--- src/rtl/lsu_bus_master.sv ---
// Load/store unit bus master: turns EX-stage memory requests into single word-aligned
// bus transactions with byte enables, lane replication, load extension and a bus timeout.
module lsu_bus_master #(
    parameter int unsigned TIMEOUT = 255
) (
    input  logic        clk,
    input  logic        rst,
    input  logic        mem_read,
    input  logic        mem_write,
    input  logic [2:0]  funct3,
    input  logic [31:0] addr,
    input  logic [31:0] wdata,
    input  logic [4:0]  rd,
    output logic        stall,
    output logic        load_valid,
    output logic [31:0] load_data,
    output logic [4:0]  load_rd,
    output logic        access_err,
    output logic        bus_err,
    output logic        bus_req,
    output logic        bus_we,
    output logic [31:0] bus_addr,
    output logic [31:0] bus_wdata,
    output logic [3:0]  bus_be,
    input  logic        bus_ack,
    input  logic [31:0] bus_rdata
);

    localparam int unsigned CNT_W = 8;

    typedef enum logic [1:0] {
        S_IDLE = 2'd0,
        S_REQ  = 2'd1,
        S_DONE = 2'd2
    } state_t;

    state_t             state_q, state_d;
    logic [CNT_W-1:0]   wait_cnt_q, wait_cnt_d;
    logic               bus_req_q, bus_req_d;
    logic               bus_we_q, bus_we_d;
    logic [31:0]        bus_addr_q, bus_addr_d;
    logic [31:0]        bus_wdata_q, bus_wdata_d;
    logic [3:0]         bus_be_q, bus_be_d;
    logic               load_valid_q, load_valid_d;
    logic [31:0]        load_data_q, load_data_d;
    logic [4:0]         load_rd_q, load_rd_d;
    logic               access_err_q, access_err_d;
    logic               bus_err_q, bus_err_d;
    logic [2:0]         funct3_q, funct3_d;
    logic [1:0]         off_q, off_d;

    logic               req_c;
    logic               legal_c;
    logic [3:0]         be_c;
    logic [31:0]        wdata_c;
    logic [31:0]        lane_c;
    logic [31:0]        ext_c;

    // Request decode: legality, byte enables and lane-replicated store data
    always_comb begin
        req_c   = mem_read | mem_write;
        legal_c = 1'b0;
        be_c    = 4'b0000;
        wdata_c = '0;
        case (funct3)
            3'b000, 3'b100: begin
                legal_c = 1'b1;
                be_c    = 4'b0001 << addr[1:0];
                wdata_c = {4{wdata[7:0]}};
            end
            3'b001, 3'b101: begin
                legal_c = ~addr[0];
                be_c    = 4'b0011 << addr[1:0];
                wdata_c = {2{wdata[15:0]}};
            end
            3'b010: begin
                legal_c = (addr[1:0] == 2'b00);
                be_c    = 4'b1111;
                wdata_c = wdata;
            end
            default: ;
        endcase
    end

    // Load lane extraction and extension using the captured size and offset
    always_comb begin
        lane_c = bus_rdata >> {off_q, 3'b000};
        case (funct3_q)
            3'b000:  ext_c = {{24{lane_c[7]}}, lane_c[7:0]};
            3'b001:  ext_c = {{16{lane_c[15]}}, lane_c[15:0]};
            3'b100:  ext_c = {24'd0, lane_c[7:0]};
            3'b101:  ext_c = {16'd0, lane_c[15:0]};
            default: ext_c = lane_c;
        endcase
    end

    assign stall = ~rst & (((state_q == S_IDLE) & req_c & legal_c) | (state_q == S_REQ));

    always_comb begin
        state_d      = state_q;
        wait_cnt_d   = wait_cnt_q;
        bus_req_d    = bus_req_q;
        bus_we_d     = bus_we_q;
        bus_addr_d   = bus_addr_q;
        bus_wdata_d  = bus_wdata_q;
        bus_be_d     = bus_be_q;
        load_valid_d = 1'b0;
        load_data_d  = load_data_q;
        load_rd_d    = load_rd_q;
        access_err_d = 1'b0;
        bus_err_d    = 1'b0;
        funct3_d     = funct3_q;
        off_d        = off_q;
        case (state_q)
            S_IDLE: begin
                if (req_c && legal_c) begin
                    state_d     = S_REQ;
                    wait_cnt_d  = '0;
                    bus_req_d   = 1'b1;
                    bus_we_d    = mem_write & ~mem_read;
                    bus_addr_d  = {addr[31:2], 2'b00};
                    bus_be_d    = be_c;
                    bus_wdata_d = mem_read ? 32'd0 : wdata_c;
                    load_rd_d   = rd;
                    funct3_d    = funct3;
                    off_d       = addr[1:0];
                end else if (req_c) begin
                    access_err_d = 1'b1;
                end
            end
            S_REQ: begin
                // An ack in the final allowed cycle takes priority over the timeout
                if (bus_ack) begin
                    state_d   = S_DONE;
                    bus_req_d = 1'b0;
                    if (!bus_we_q) begin
                        load_valid_d = 1'b1;
                        load_data_d  = ext_c;
                    end
                end else if (wait_cnt_q == CNT_W'(TIMEOUT - 1)) begin
                    state_d     = S_DONE;
                    wait_cnt_d  = wait_cnt_q + CNT_W'(1);
                    bus_req_d   = 1'b0;
                    bus_err_d   = 1'b1;
                    load_data_d = '0;
                end else begin
                    wait_cnt_d = wait_cnt_q + CNT_W'(1);
                end
            end
            S_DONE:  state_d = S_IDLE;
            default: state_d = S_IDLE;
        endcase
    end

    always_ff @(posedge clk or posedge rst) begin
        if (rst) begin
            state_q      <= S_IDLE;
            wait_cnt_q   <= '0;
            bus_req_q    <= 1'b0;
            bus_we_q     <= 1'b0;
            bus_addr_q   <= '0;
            bus_wdata_q  <= '0;
            bus_be_q     <= '0;
            load_valid_q <= 1'b0;
            load_data_q  <= '0;
            load_rd_q    <= '0;
            access_err_q <= 1'b0;
            bus_err_q    <= 1'b0;
            funct3_q     <= '0;
            off_q        <= '0;
        end else begin
            state_q      <= state_d;
            wait_cnt_q   <= wait_cnt_d;
            bus_req_q    <= bus_req_d;
            bus_we_q     <= bus_we_d;
            bus_addr_q   <= bus_addr_d;
            bus_wdata_q  <= bus_wdata_d;
            bus_be_q     <= bus_be_d;
            load_valid_q <= load_valid_d;
            load_data_q  <= load_data_d;
            load_rd_q    <= load_rd_d;
            access_err_q <= access_err_d;
            bus_err_q    <= bus_err_d;
            funct3_q     <= funct3_d;
            off_q        <= off_d;
        end
    end

    assign bus_req    = bus_req_q;
    assign bus_we     = bus_we_q;
    assign bus_addr   = bus_addr_q;
    assign bus_wdata  = bus_wdata_q;
    assign bus_be     = bus_be_q;
    assign load_valid = load_valid_q;
    assign load_data  = load_data_q;
    assign load_rd    = load_rd_q;
    assign access_err = access_err_q;
    assign bus_err    = bus_err_q;

endmodule

--- config.mk ---
export PLATFORM = sky130hd
export DESIGN_NAME = lsu_bus_master
export DESIGN_NICKNAME = d
export VERILOG_FILES = /design/src/rtl/lsu_bus_master.sv
export SDC_FILE = /design/constraint.sdc
export NUM_CORES = 1
export LEC_CHECK = 0
export BUFFER_PORTS_ARGS = -buffer_cell sky130_fd_sc_hd__buf_2
export CORE_MARGIN = 1.5
export CORE_UTILIZATION = 44
export CTS_CLUSTER_DIAMETER = 30
export DETAILED_ROUTE_END_ITERATION = 10
export GPL_ROUTABILITY_DRIVEN = 0
export GPL_TIMING_DRIVEN = 0
export PLACE_DENSITY = 0.76
export SLEW_MARGIN = 10
export SYNTH_ARGS = -nofsm -noshare
export SYNTH_HDL_FRONTEND = slang
export SYNTH_SLANG_ARGS = --single-unit
export TNS_END_PERCENT = 1
--- constraint.sdc ---
create_clock -name clk -period 3.4 [get_ports clk]
set_input_delay 0.17 -clock clk [delete_from_list [all_inputs] [get_ports clk]]
set_output_delay 0.17 -clock clk [all_outputs]
set_load 0.02 [all_outputs]
# Yosys cells after proc, flatten, opt, wreduce, memory -nomap -nowiden
# Index checks and enable logic that the tools add are counted.
# word_totals
register_bits	123
in_bits	109
elab_cells	82
# classes
add_sub_neg	1
eq_ne	13
reduce_logical	14
shifts	3
n_mux	28
n_bitwise	9
# op_table
cell	n
$mux W32	4
$pmux W32 S4	1
$pmux W32 S3	1
$shr A32 B5 Y32	1
$mux W8	2
$pmux W8 S2	1
$eq A3 B3 Y1 const B	4
$mux W1	12
$pmux W4 S3	1
$reduce_and A3 Y1	3
$add A8 B1 Y8 const B	1
$eq A8 B8 Y1 const B	1
$eq A3 B1 Y1 const B	2
$logic_not A3 Y1	2
$mux W2	3
$and A1 B1 Y1	4
$logic_not A2 Y1	2
$ne A2 B2 Y1 const B	2
$pmux W2 S2	1
$reduce_and A2 Y1	2
$reduce_bool A2 Y1	2
$reduce_or A2 Y1	2
$shl A1 B2 Y4 const A	1
$shl A2 B2 Y4 const A	1
other kinds (9)	12

# Logic depth before layout (Yosys ltp)
# Gate-level depths: netlist of run 1.
# logic_depth
ltp_word	6
depth_mapped	8

# Least setup slack after synthesis of run 1
# OpenSTA, ideal clock, no wires.
# synth_timing
path_kind	reg-to-reg
startpoint	register state_q[1]
endpoint	register load_data_q[16], in the netlist load_data[16]
setup_slack_ns	1.686
t_arrival_ns	1.588
period_less_slack_ns	1.714
path_stages_with_launch	7
required_time_ns	3.274
path_cell_list	dfrtp_1 or3b_1 buf_2 nor3_4 nor2_2 buf_6 a221o_1
# synth_between
elab_chain_len	2
# synth_rtl
element	line_no	rtl
start: declaration	37	state_t state_q, state_d;
start signal: assignment	172	state_q <= state_d;
$eq A2 B1 Y1	114	case (state_q)
$reduce_and A3 Y1 (no line)	n/a	
end signal: assignment	180	load_data_q <= load_data_d;
end: declaration	45	logic [31:0] load_data_q, load_data_d;
# No other way between the ends.
# A chain may end at the register's enable or synchronous reset.

# Worst setup path after layout of run 1
# layout_timing
startpoint	register state_q[1]
endpoint	register bus_wdata_q[30], in the netlist bus_wdata[30]
# layout_between
elab_chain_len	2
# layout_rtl
element	line_no	rtl
$logic_not A2 Y1	114	
$reduce_and A2 Y1 (no line)	n/a	
end signal: assignment	177	bus_wdata_q <= bus_wdata_d;
end: declaration	42	logic [31:0] bus_wdata_q, bus_wdata_d;
# No other way between the ends.

==> impl_metrics.env, run 1 <==
export IMPL_critPathRequiredTime_ps=3750
export IMPL_synth_top_area_share=0.544
export IMPL_yosysWarnings=0
export IMPL_critPathCaptureType="flip-flop"
export IMPL_finalMaxSlewViolations=0
export IMPL_grt_pass1_vias=5244
export IMPL_cpMostUsedCell="nor2_1"
export IMPL_synth_flop_cell="dfrtp_1"
export IMPL_syn_inst=494
export IMPL_io_pins=220
export IMPL_nNetsFinal=886
export IMPL_grt_pass1_wl_mm=26.7
export IMPL_crit_family="simple AND/OR/NAND/NOR gates"
export IMPL_finalHoldWorstSlack_ps=17.0
export IMPL_fmax_ghz=0.507
export IMPL_fin_crit_sh=0.580
export IMPL_coreArea_mm2=0.0126
export IMPL_cts_root_buf="clkbuf_16"
export IMPL_port_buffers=216
export IMPL_clock_skew_ps=6.74
export IMPL_final_antenna_net_count=0
export IMPL_placed_cells=886
export IMPL_tritoncts="done"
export IMPL_layout_cells_non_filler=960
export IMPL_num_rows=41
export IMPL_drv_cap=0
export IMPL_finalSetupViolCount=0
export IMPL_drtIter0Drc=271
export IMPL_grt_max_degree=39
export IMPL_m1WireLength_mm=6.57
export IMPL_synth_largest_area_cell="dfrtp_1"
export IMPL_ctsHoldBuffers=42
export IMPL_crit_path_top_delay_cell="nor2_1"
export IMPL_dr_max_layer_used="met4"
export IMPL_routed_wl_mm=17.2
export IMPL_post_cts_buffers=0
export IMPL_cpPeakStageDelay_ps=530
export IMPL_antenna_found_initial=0
export IMPL_synth_top_cells_by_area="dfrtp_1 54%, mux2_1 7.8%, a22o_1 3.7%, a21oi_1 3.2%, mux2i_1 3.2%"
export IMPL_powerDensity_mw_per_mm2=785
export IMPL_initial_core_util=0.450
export IMPL_vias=5155
export IMPL_relSlewSlack=0.553
export IMPL_h_tree_depth=4
export IMPL_drt_pass1_iter_count=5
export IMPL_globalRouteTotalUtil=0.262
export IMPL_grt_overflow=0
export IMPL_ys_ff_latch=123
export IMPL_drcViolationCount=0
export IMPL_cts_resized=0
export IMPL_synth_seq_area_share=0.544
export IMPL_cts_buffer_depth=2
export IMPL_cp_max_fo=10
export IMPL_most_common_layout_cells="235 x buf_2, 123 x dfrtp_1, 42 x dlygate4sd3_1"
export IMPL_worstMarginPinSlew_ps=669
export IMPL_async_reset_ff_frac=1.00
export IMPL_final_common_cell="buf_2"
export IMPL_start_kind="flip-flop"
export IMPL_status="complete, no violations"
export IMPL_wl_met2_mm=8.52
export IMPL_antenna_cells=0
export IMPL_clock_sink_count=123
export IMPL_fp_dieH_um=116
export IMPL_critPathBufInv=1
export IMPL_die_area_mm2=0.0136
export IMPL_leakage_nw=3.96
export IMPL_ys_types=45
export IMPL_max_vdd_ir_drop_uv=360
export IMPL_fin_crit_ps=1970
export IMPL_crit_chain="nor2_1, nand4b_1, nor2_1, buf_2, a22o_1"
export IMPL_synth_edf_count=0
export IMPL_crit_arrival_ps=2320
export IMPL_wire_per_inst_um=17.9
export IMPL_netlist_area_mm2=0.00566
export IMPL_layout_drive_gt1_share=0.363
export IMPL_syn_area_per_cell_um2=11.5
export IMPL_path_clk_slew_ps=50
export IMPL_area_delta_synth_final_pct=42.3
export IMPL_crit_type="reg -> reg"
export IMPL_hpwl_mm=12.5
export IMPL_die_x_um=116
export IMPL_wl_met3_mm=1.54
export IMPL_hp_class="in -> reg"
export IMPL_hold_viol=0
export IMPL_clk_latency_ps=410
export IMPL_timing_setup_tns_ps=0
export IMPL_grt_setup_unrepaired="no"
export IMPL_via_per_inst=5.37
export IMPL_numCtsBuffers=17
## cell type report
type                       count  area (um2)
multi-input combinational    328        2370
sequential                   123        3080
timing repair buffer         261        1560
inverter                       5        22.5
tap                          172         215
fill                         985        4510
clock inverter                 7         138
buffer                        39         196
clock buffer                  25         475
## routing by layer
| metal | vias up | global-route usage |
|---|---|---|
| met2 | 268 | 0.452 |
| met5 | - | 0 |
| met1 | 2461 | 0.294 |
| met3 | 49 | 0.0789 |
| li1 | 2377 | - |
| met4 | 0 | 0.131 |
## report_power, final
group / switching (mW) / leakage [nW] / internal (mW)
Clock: 0.614 / 0.295 / 1.26
Combinational: 1.34 / 2.10 / 0.905
Sequential: 0.277 / 1.57 / 1.93
## cells in the mapped netlist, types with 9 or more instances
| cell | number |
|---|---|
| mux2i_1 | 18 |
| dfrtp_1 | 123 |
| nor2b_1 | 12 |
| a221o_1 | 16 |
| o21a_1 | 9 |
| nand3b_1 | 9 |
| buf_2 | 19 |
| a21oi_1 | 36 |
| a22o_1 | 24 |
| clkbuf_1 | 13 |
| nand2_1 | 40 |
| o31ai_1 | 16 |
| o21ai_1 | 11 |
| o21ai_0 | 22 |
| mux2_1 | 39 |
| nor2_1 | 18 |
## registers in the layout (all words and copies together), names as in the netlist
register,count
load_rd,5
wait_cnt_q,8
bus_addr,30
funct3_q,3
bus_we,1
bus_be,4
state_q,2
bus_err,1
off_q,2
bus_wdata,32
bus_req,1
load_data,32
access_err,1
load_valid,1
## through the flow
stage,instance area [um2],setup WS (ps),util,total power [mW]
6_report,8060,1430,0.641,6.33
5_1_grt,8060,1310,0.641,6.65
4_1_cts,8060,1470,0.641,6.35
3_5_place_dp,7030,1410,0.559,4.42
3_3_place_gp,6970,991,0.554,4.34
2_1_floorplan,5670,1690,-,3.62
## path summary, 6_finish.rpt
path | startpoint | to | slack, ps | cells after the start
max | state_q[1] | bus_wdata[30] | 1430 | 5
max reg2reg | state_q[1] | bus_wdata[30] | 1430 | 5
min reg2reg | load_data[8] | load_data[8] | 480 | 1
min | wdata[1] | bus_wdata[1] | 20 | 2
min in group asynchronous | rst | state_q[0] | 340 | 3
max in group asynchronous | rst | bus_addr[28] | 2290 | 5
## logic make-up after synthesis
| family | synth area share |
|---|---|
| buf+inv | 0.0380 |
| flops | 0.544 |
| simple gates | 0.0961 |
| fa+ha+maj | 0.00442 |
| mux | 0.129 |
| compound gates | 0.179 |
| xor+xnor | 0.00928 |
| other cells | 0.000662 |
## worst reg2reg max path: cells and delay by family (launching register included)
family,cells,cell delay (ps)
buffers and inverters,1,360
DFF,1,420
and+or+nand+nor,3,970
AOI/OAI and AO/OA,1,170
Note: power is estimated with default switching activity, not from simulation.
==> inputs of run 2 (changes only) <==
--- a/config.mk
+++ b/config.mk
@@ -5,14 +5,15 @@
 export SDC_FILE = /design/constraint.sdc
 export NUM_CORES = 1
 export LEC_CHECK = 0
+export ABC_AREA = 1
 export BUFFER_PORTS_ARGS = -buffer_cell sky130_fd_sc_hd__buf_2
 export CORE_MARGIN = 1.5
-export CORE_UTILIZATION = 44
+export CORE_UTILIZATION = 50
 export CTS_CLUSTER_DIAMETER = 30
 export DETAILED_ROUTE_END_ITERATION = 10
 export GPL_ROUTABILITY_DRIVEN = 0
 export GPL_TIMING_DRIVEN = 0
-export PLACE_DENSITY = 0.76
+export PLACE_DENSITY = 0.8
 export SLEW_MARGIN = 10
 export SYNTH_ARGS = -nofsm -noshare
 export SYNTH_HDL_FRONTEND = slang
==> constraint.sdc (replaced) <==
create_clock -name clk -period 2.1 [get_ports clk]
set_input_delay 0.105 -clock clk [delete_from_list [all_inputs] [get_ports clk]]
set_output_delay 0.105 -clock clk [all_outputs]
set_load 0.02 [all_outputs]
==> impl_metrics.env, run 2 <==
export IMPL_synth_flop_cell="dfrtp_1"
export IMPL_most_common_layout_cells="390 x nand2_1, 236 x buf_2, 123 x dfrtp_1"
export IMPL_clockPowerShare=0.293
export IMPL_power_frac_comb=0.364
export IMPL_routed_wl_mm=18.6
export IMPL_drtIter0Drc=560
export IMPL_synth_seq_area_share=0.505
export IMPL_cpPeakStageDelay_ps=470
export IMPL_grt_pass1_vias=6158
export IMPL_yosys_top_cells_count="390 x nand2_1, 123 x dfrtp_1, 70 x nand3_1"
export IMPL_hold_viol=0
export IMPL_relSlewSlack=0.537
export IMPL_final_antenna_net_count=0
export IMPL_layout_drive_gt1_share=0.278
export IMPL_cpMostUsedCell="o21ai_0"
export IMPL_grt_max_degree=36
export IMPL_cts_buffer_depth=2
export IMPL_ys_types=29
export IMPL_area_delta_synth_final_pct=39.6
export IMPL_hp_class="in -> reg"
export IMPL_leakage_nw=4.92
export IMPL_ff2ff_path_depth=6
export IMPL_drcViolationCount=0
export IMPL_max_vdd_ir_drop_uv=774
export IMPL_h_tree_depth=4
export IMPL_crit_arrival_ps=2010
export IMPL_die_x_um=113
export IMPL_fin_crit_ps=1660
export IMPL_synth_edf_count=0
export IMPL_crit_end="load_data[18]"
export IMPL_netlist_area_mm2=0.00609
export IMPL_synth_largest_area_cell="dfrtp_1"
export IMPL_yosysMostFrequentCell="nand2_1"
export IMPL_synth_top_area_share=0.505
export IMPL_utilization=0.711
export IMPL_synth_top_cells_by_area="dfrtp_1 51%, nand2_1 24%, nand3_1 5.8%, o21ai_0 5.3%, inv_1 2.6%"
export IMPL_die_area_mm2=0.0129
export IMPL_pwr_share_seq=0.343
export IMPL_antenna_cells=0
export IMPL_globalRouteTotalUtil=0.300
export IMPL_finalMaxSlewViolations=0
export IMPL_via_per_inst=5.16
export IMPL_clock_skew_ps=10.1
export IMPL_crit_family="buffers and inverters"
export IMPL_drv_cap=0
export IMPL_fin_crit_sh=0.789
export IMPL_syn_inst=807
export IMPL_async_reset_ff_frac=1.00
export IMPL_post_cts_buffers=0
export IMPL_wire_per_inst_um=14.8
export IMPL_crit_chain="inv_2, clkbuf_1, o21ai_0, o21ai_0, nand3_1, nand2_1"
export IMPL_critPathBufInv=2
export IMPL_powerDensity_mw_per_mm2=1200
export IMPL_tritoncts="done"
export IMPL_path_clk_slew_ps=60
export IMPL_r2r_setup_slack_ps=440
export IMPL_worstMarginPinSlew_ps=693
export IMPL_critPathCaptureType="flip-flop"
export IMPL_initial_core_util=0.509
export IMPL_grt_setup_unrepaired="no"
export IMPL_fp_dieH_um=113
export IMPL_start_kind="flip-flop"
export IMPL_status="complete, no violations"
export IMPL_p_switching_mw=4.06
export IMPL_finalSetupViolCount=0
export IMPL_switching_share=0.399
export IMPL_vias=6465
export IMPL_antenna_found_initial=0
export IMPL_ys_ff_latch=123
export IMPL_crit_path_top_delay_cell="dfrtp_1"
export IMPL_final_common_cell="nand2_1"
export IMPL_setup_slack_ps=442
export IMPL_drt_pass1_iter_count=8
export IMPL_syn_area_per_cell_um2=7.55
export IMPL_clock_sink_count=123
export IMPL_io_pins=220
export IMPL_nNetsFinal=1205
export IMPL_cts_root_buf="clkbuf_16"
export IMPL_crit_start="off_q[0]"
export IMPL_place_area_mm2=0.00743
export IMPL_num_rows=40
export IMPL_port_buffers=217
export IMPL_cp_max_fo=10
export IMPL_dp_worst_setup_slack_ps=498
export IMPL_hpwl_mm=13.2
export IMPL_critPathRequiredTime_ps=2450
export IMPL_reg2reg_to="load_data[18]"
export IMPL_crit_type="reg -> reg"
export IMPL_numCtsBuffers=17
export IMPL_fin_area_mm2=0.00850
export IMPL_coreArea_mm2=0.0120
export IMPL_r2r_start="off_q[0]"
export IMPL_clk_latency_ps=410
export IMPL_yosysWarnings=0
export IMPL_cp_num_cells=6
export IMPL_internal_power_mw=6.13
export IMPL_grt_overflow=0
export IMPL_grt_pass1_wl_mm=30.3
export IMPL_fmax_ghz=0.603
[run 2: cell count changes in the layout (fill, tap and decap cells not counted), sizes merged, moves of 12 or more]
cell	change
o21ai	+32
a22o	-24
a221o	-16
mux2i	-18
nand3	+73
nor2b	-12
a21oi	-26
o31ai	-16
inv	+54
mux2	-47
nand2	+353
[run 2: tightest hold or removal path: stages]
cell	delay (ps)
buf_2	80
nand2_1	40
nand2_1	50
nand3_1	70
nand2_1	50
[run 2: through the flow]
step / TNS, ps / cells / power, mW / hold slack, ps
after floorplan: 0 / 808 / 5.82 / 215
after global placement: -41820 / 1172 / 7.04 / 298
after detailed placement: 0 / 1175 / 7.13 / 261
after CTS: 0 / 1254 / 10.2 / 8.07
after global routing: 0 / 1254 / 10.8 / 31.7
final: 0 / 1254 / 10.2 / 20.3
[run 2: repair_timing]
action,in CTS,in global routing
endpoints found under the hold margin,75,0
hold buffers,47,0
resized for setup,0,0
[run 2: cell type report]
| class | instances | area [um2] |
|---|---|---|
| fillers | 932 | 3460 |
| plain buffers | 43 | 253 |
| repair buffers | 267 | 1620 |
| inverters | 50 | 191 |
| multi-input cells | 592 | 2580 |
| flip-flops and latches | 123 | 3080 |
| clock inverters | 15 | 176 |
| well taps | 147 | 184 |
| clock buffers | 17 | 425 |
[run 2: worst min path at each step]
stage / startpoint / to / cells after the start
global placement: addr[15] / bus_addr[15] / 3
CTS: wdata[23] / bus_wdata[23] / 5
global route: wdata[22] / bus_wdata[22] / 5
floorplan: addr[10] / bus_addr[10] / 2
finish: wdata[22] / bus_wdata[22] / 5
detailed placement: rst / bus_wdata[29] / 2
[run 2: per-layer routing]
metal | part of all wire | GRT usage | vias up
li1 | - | - | 3117
met1 | 0.41 | 0.383 | 2946
met2 | 0.48 | 0.490 | 354
met3 | 0.085 | 0.0749 | 48
met4 | 0.031 | 0.129 | 0
met5 | 0 | 0 | -
[run 2: kinds of logic (layout without fill, tap and decap cells)]
| kind of cell | count (synthesis) | after routing | synth area share |
|---|---|---|---|
| and+or+nand+nor | 500 | 500 | 0.340 |
| DFF | 123 | 123 | 0.505 |
| buffers and inverters | 93 | 392 | 0.0723 |
| AOI/OAI and AO/OA | 84 | 84 | 0.0723 |
| xor gates and xnor gates | 4 | 4 | 0.00575 |
| adders and majority gates | 2 | 2 | 0.00411 |
| other | 1 | 2 | 0.000616 |
[run 2: power by group through the flow]
stage / clock, mW / sequential [mW] / combinational (mW)
4_1_cts: 3.02 / 3.48 / 3.69
2_1_floorplan: 0 / 4.29 / 1.53
3_5_place_dp: 0 / 3.50 / 3.62
5_1_grt: 3.14 / 3.58 / 4.09
3_3_place_gp: 0 / 3.50 / 3.54
6_report: 2.98 / 3.50 / 3.72
==> inputs of run 3 (changes only) <==
==> constraint.sdc (replaced) <==
create_clock -name clk -period 1.6 [get_ports clk]
set_input_delay 0.08 -clock clk [delete_from_list [all_inputs] [get_ports clk]]
set_output_delay 0.08 -clock clk [all_outputs]
set_load 0.02 [all_outputs]
==> impl_metrics.env, run 3 (same netlist as run 2, synthesis figures left out) <==
export IMPL_die_area_mm2=0.0129
export IMPL_p_switching_mw=5.38
export IMPL_nNetsFinal=1210
export IMPL_gr_usage_met1=0.390
export IMPL_grt_pass1_vias=6312
export IMPL_critPathCaptureType="flip-flop"
export IMPL_min_delay_start="wdata[29]"
export IMPL_crit_path_top_delay_cell="dfrtp_1"
export IMPL_vias=6578
export IMPL_internal_power_mw=8.08
export IMPL_finalSetupViolCount=0
export IMPL_routed_wl_mm=19.3
export IMPL_drv_cap=0
export IMPL_hold_viol=0
export IMPL_drtIter0Drc=594
export IMPL_antenna_found_initial=0
export IMPL_fin_crit_sh=0.982
export IMPL_numCtsBuffers=17
export IMPL_crit_arrival_ps=1880
export IMPL_num_rows=40
export IMPL_via_per_inst=5.22
export IMPL_clk_latency_ps=410
export IMPL_drcViolationCount=0
export IMPL_fillers=926
export IMPL_fp_dieH_um=113
export IMPL_fmax_ghz=0.636
export IMPL_layout_drive_gt1_share=0.287
export IMPL_cts_root_buf="clkbuf_16"
export IMPL_critPathBufInv=2
export IMPL_crit_type="reg -> reg"
export IMPL_initial_core_util=0.509
export IMPL_critPathRequiredTime_ps=1900
export IMPL_crit_start="state_q[1]"
export IMPL_leakage_nw=4.95
export IMPL_power_frac_comb=0.368
export IMPL_drt_pass1_iter_count=7
export IMPL_fin_crit_ps=1570
export IMPL_relSlewSlack=0.536
export IMPL_place_area_mm2=0.00743
export IMPL_pwr_share_seq=0.342
export IMPL_grt_pass1_wl_mm=31.2
export IMPL_path_clk_slew_ps=60
export IMPL_most_common_layout_cells="389 x nand2_1, 228 x buf_2, 121 x dfrtp_1"
export IMPL_wire_per_inst_um=15.3
export IMPL_status="complete, no violations"
export IMPL_dp_worst_setup_slack_ps=-2.16
export IMPL_fin_area_mm2=0.00859
export IMPL_grt_overflow=0
export IMPL_h_tree_depth=4
export IMPL_final_antenna_net_count=0
export IMPL_total_power_mw=13.5
export IMPL_antenna_cells=0
export IMPL_port_buffers=217
export IMPL_coreArea_mm2=0.0120
export IMPL_clock_skew_ps=8.91
export IMPL_switching_share=0.400
export IMPL_final_common_cell="nand2_1"
export IMPL_setup_slack_ps=28.2
export IMPL_r2r_start="state_q[1]"
export IMPL_globalRouteTotalUtil=0.311
export IMPL_max_vdd_ir_drop_uv=963
export IMPL_cts_buffer_depth=2
export IMPL_met2_usage=0.522
export IMPL_clockPowerShare=0.291
export IMPL_io_pins=220
export IMPL_start_kind="flip-flop"
export IMPL_cpPeakStageDelay_ps=400
export IMPL_cp_max_fo=10
export IMPL_placed_cells=1175
export IMPL_area_delta_synth_final_pct=41.1
export IMPL_hpwl_mm=13.2
export IMPL_post_cts_buffers=0
export IMPL_tritoncts="done"
export IMPL_hp_class="in -> reg"
export IMPL_crit_chain="or2_1, nor2_2, nand2_2, buf_6, buf_4, nand2_1, nand2_1"
export IMPL_layout_cells_non_filler=1259
export IMPL_clock_sink_count=123
export IMPL_finalMaxSlewViolations=0
export IMPL_powerDensity_mw_per_mm2=1570
export IMPL_grt_setup_unrepaired="yes"
export IMPL_die_x_um=113
export IMPL_cpMostUsedCell="nand2_1"
export IMPL_use_met3=0.0707
export IMPL_grt_max_degree=36
export IMPL_crit_family="simple AND/OR/NAND/NOR gates"
export IMPL_busiest_layer="met2"
export IMPL_worstMarginPinSlew_ps=694
run 3: routing by layer:
metal,vias up,wire [um]
met5,-,0
met3,56,1570
met2,365,9220
met4,0,638
met1,3035,7890
li1,3122,-
run 3: worst min-delay path, cell delays in order:
cell and delay [ps]:
buf_2 80, nand2_1 40, nand2_1 60, nand3_1 70, nand2_1 60
run 3: power by group through the flow:
stage	combinational [mW]	sequential (mW)	clock [mW]
floorplan	2.00	5.63	0
global placement	4.64	4.60	0
detailed placement	4.76	4.60	0
CTS	4.86	4.57	3.96
global route	5.44	4.70	4.12
finish	4.95	4.60	3.91
run 3: worst paths after layout:
kind,end,slack (ps),cells past startpoint
max reg2reg,bus_addr[9],30,7
min in group asynchronous,bus_wdata[29],330,3
min reg2reg,load_data[21],470,2
max,bus_addr[9],30,7
max in group asynchronous,funct3_q[1],420,5
min,bus_wdata[29],8,5
run 3: repair_timing:
action / CTS / global route
pin swaps: 0 / 3
hold buffers: 52 / 0
resized for setup: 2 / 27
setup endpoints to repair: 18 / 84
endpoints found under the hold margin: 81 / 0
run 3: per-stage QoR:
step | util | hold slack [ps] | TNS (ps)
2_1_floorplan | - | 190 | 0
6_report | 0.718 | 7.56 | 0
3_3_place_gp | 0.616 | 273 | -100250
5_1_grt | 0.718 | 20.7 | -215
3_5_place_dp | 0.621 | 236 | -2.97
4_1_cts | 0.715 | 5.05 | 0
run 3: cell type report:
| type | count | area (um2) | area share |
|---|---|---|---|
| Sequential cell | 123 | 3080 | 0.358 |
| Multi-Input combinational cell | 592 | 2590 | 0.301 |
| Timing Repair Buffer | 272 | 1670 | 0.194 |
| Clock buffer | 17 | 425 | 0.0495 |
| Buffer | 43 | 278 | 0.0323 |
| Inverter | 50 | 194 | 0.0226 |
| Tap cell | 147 | 184 | 0.0214 |
| Clock inverter | 15 | 176 | 0.0205 |
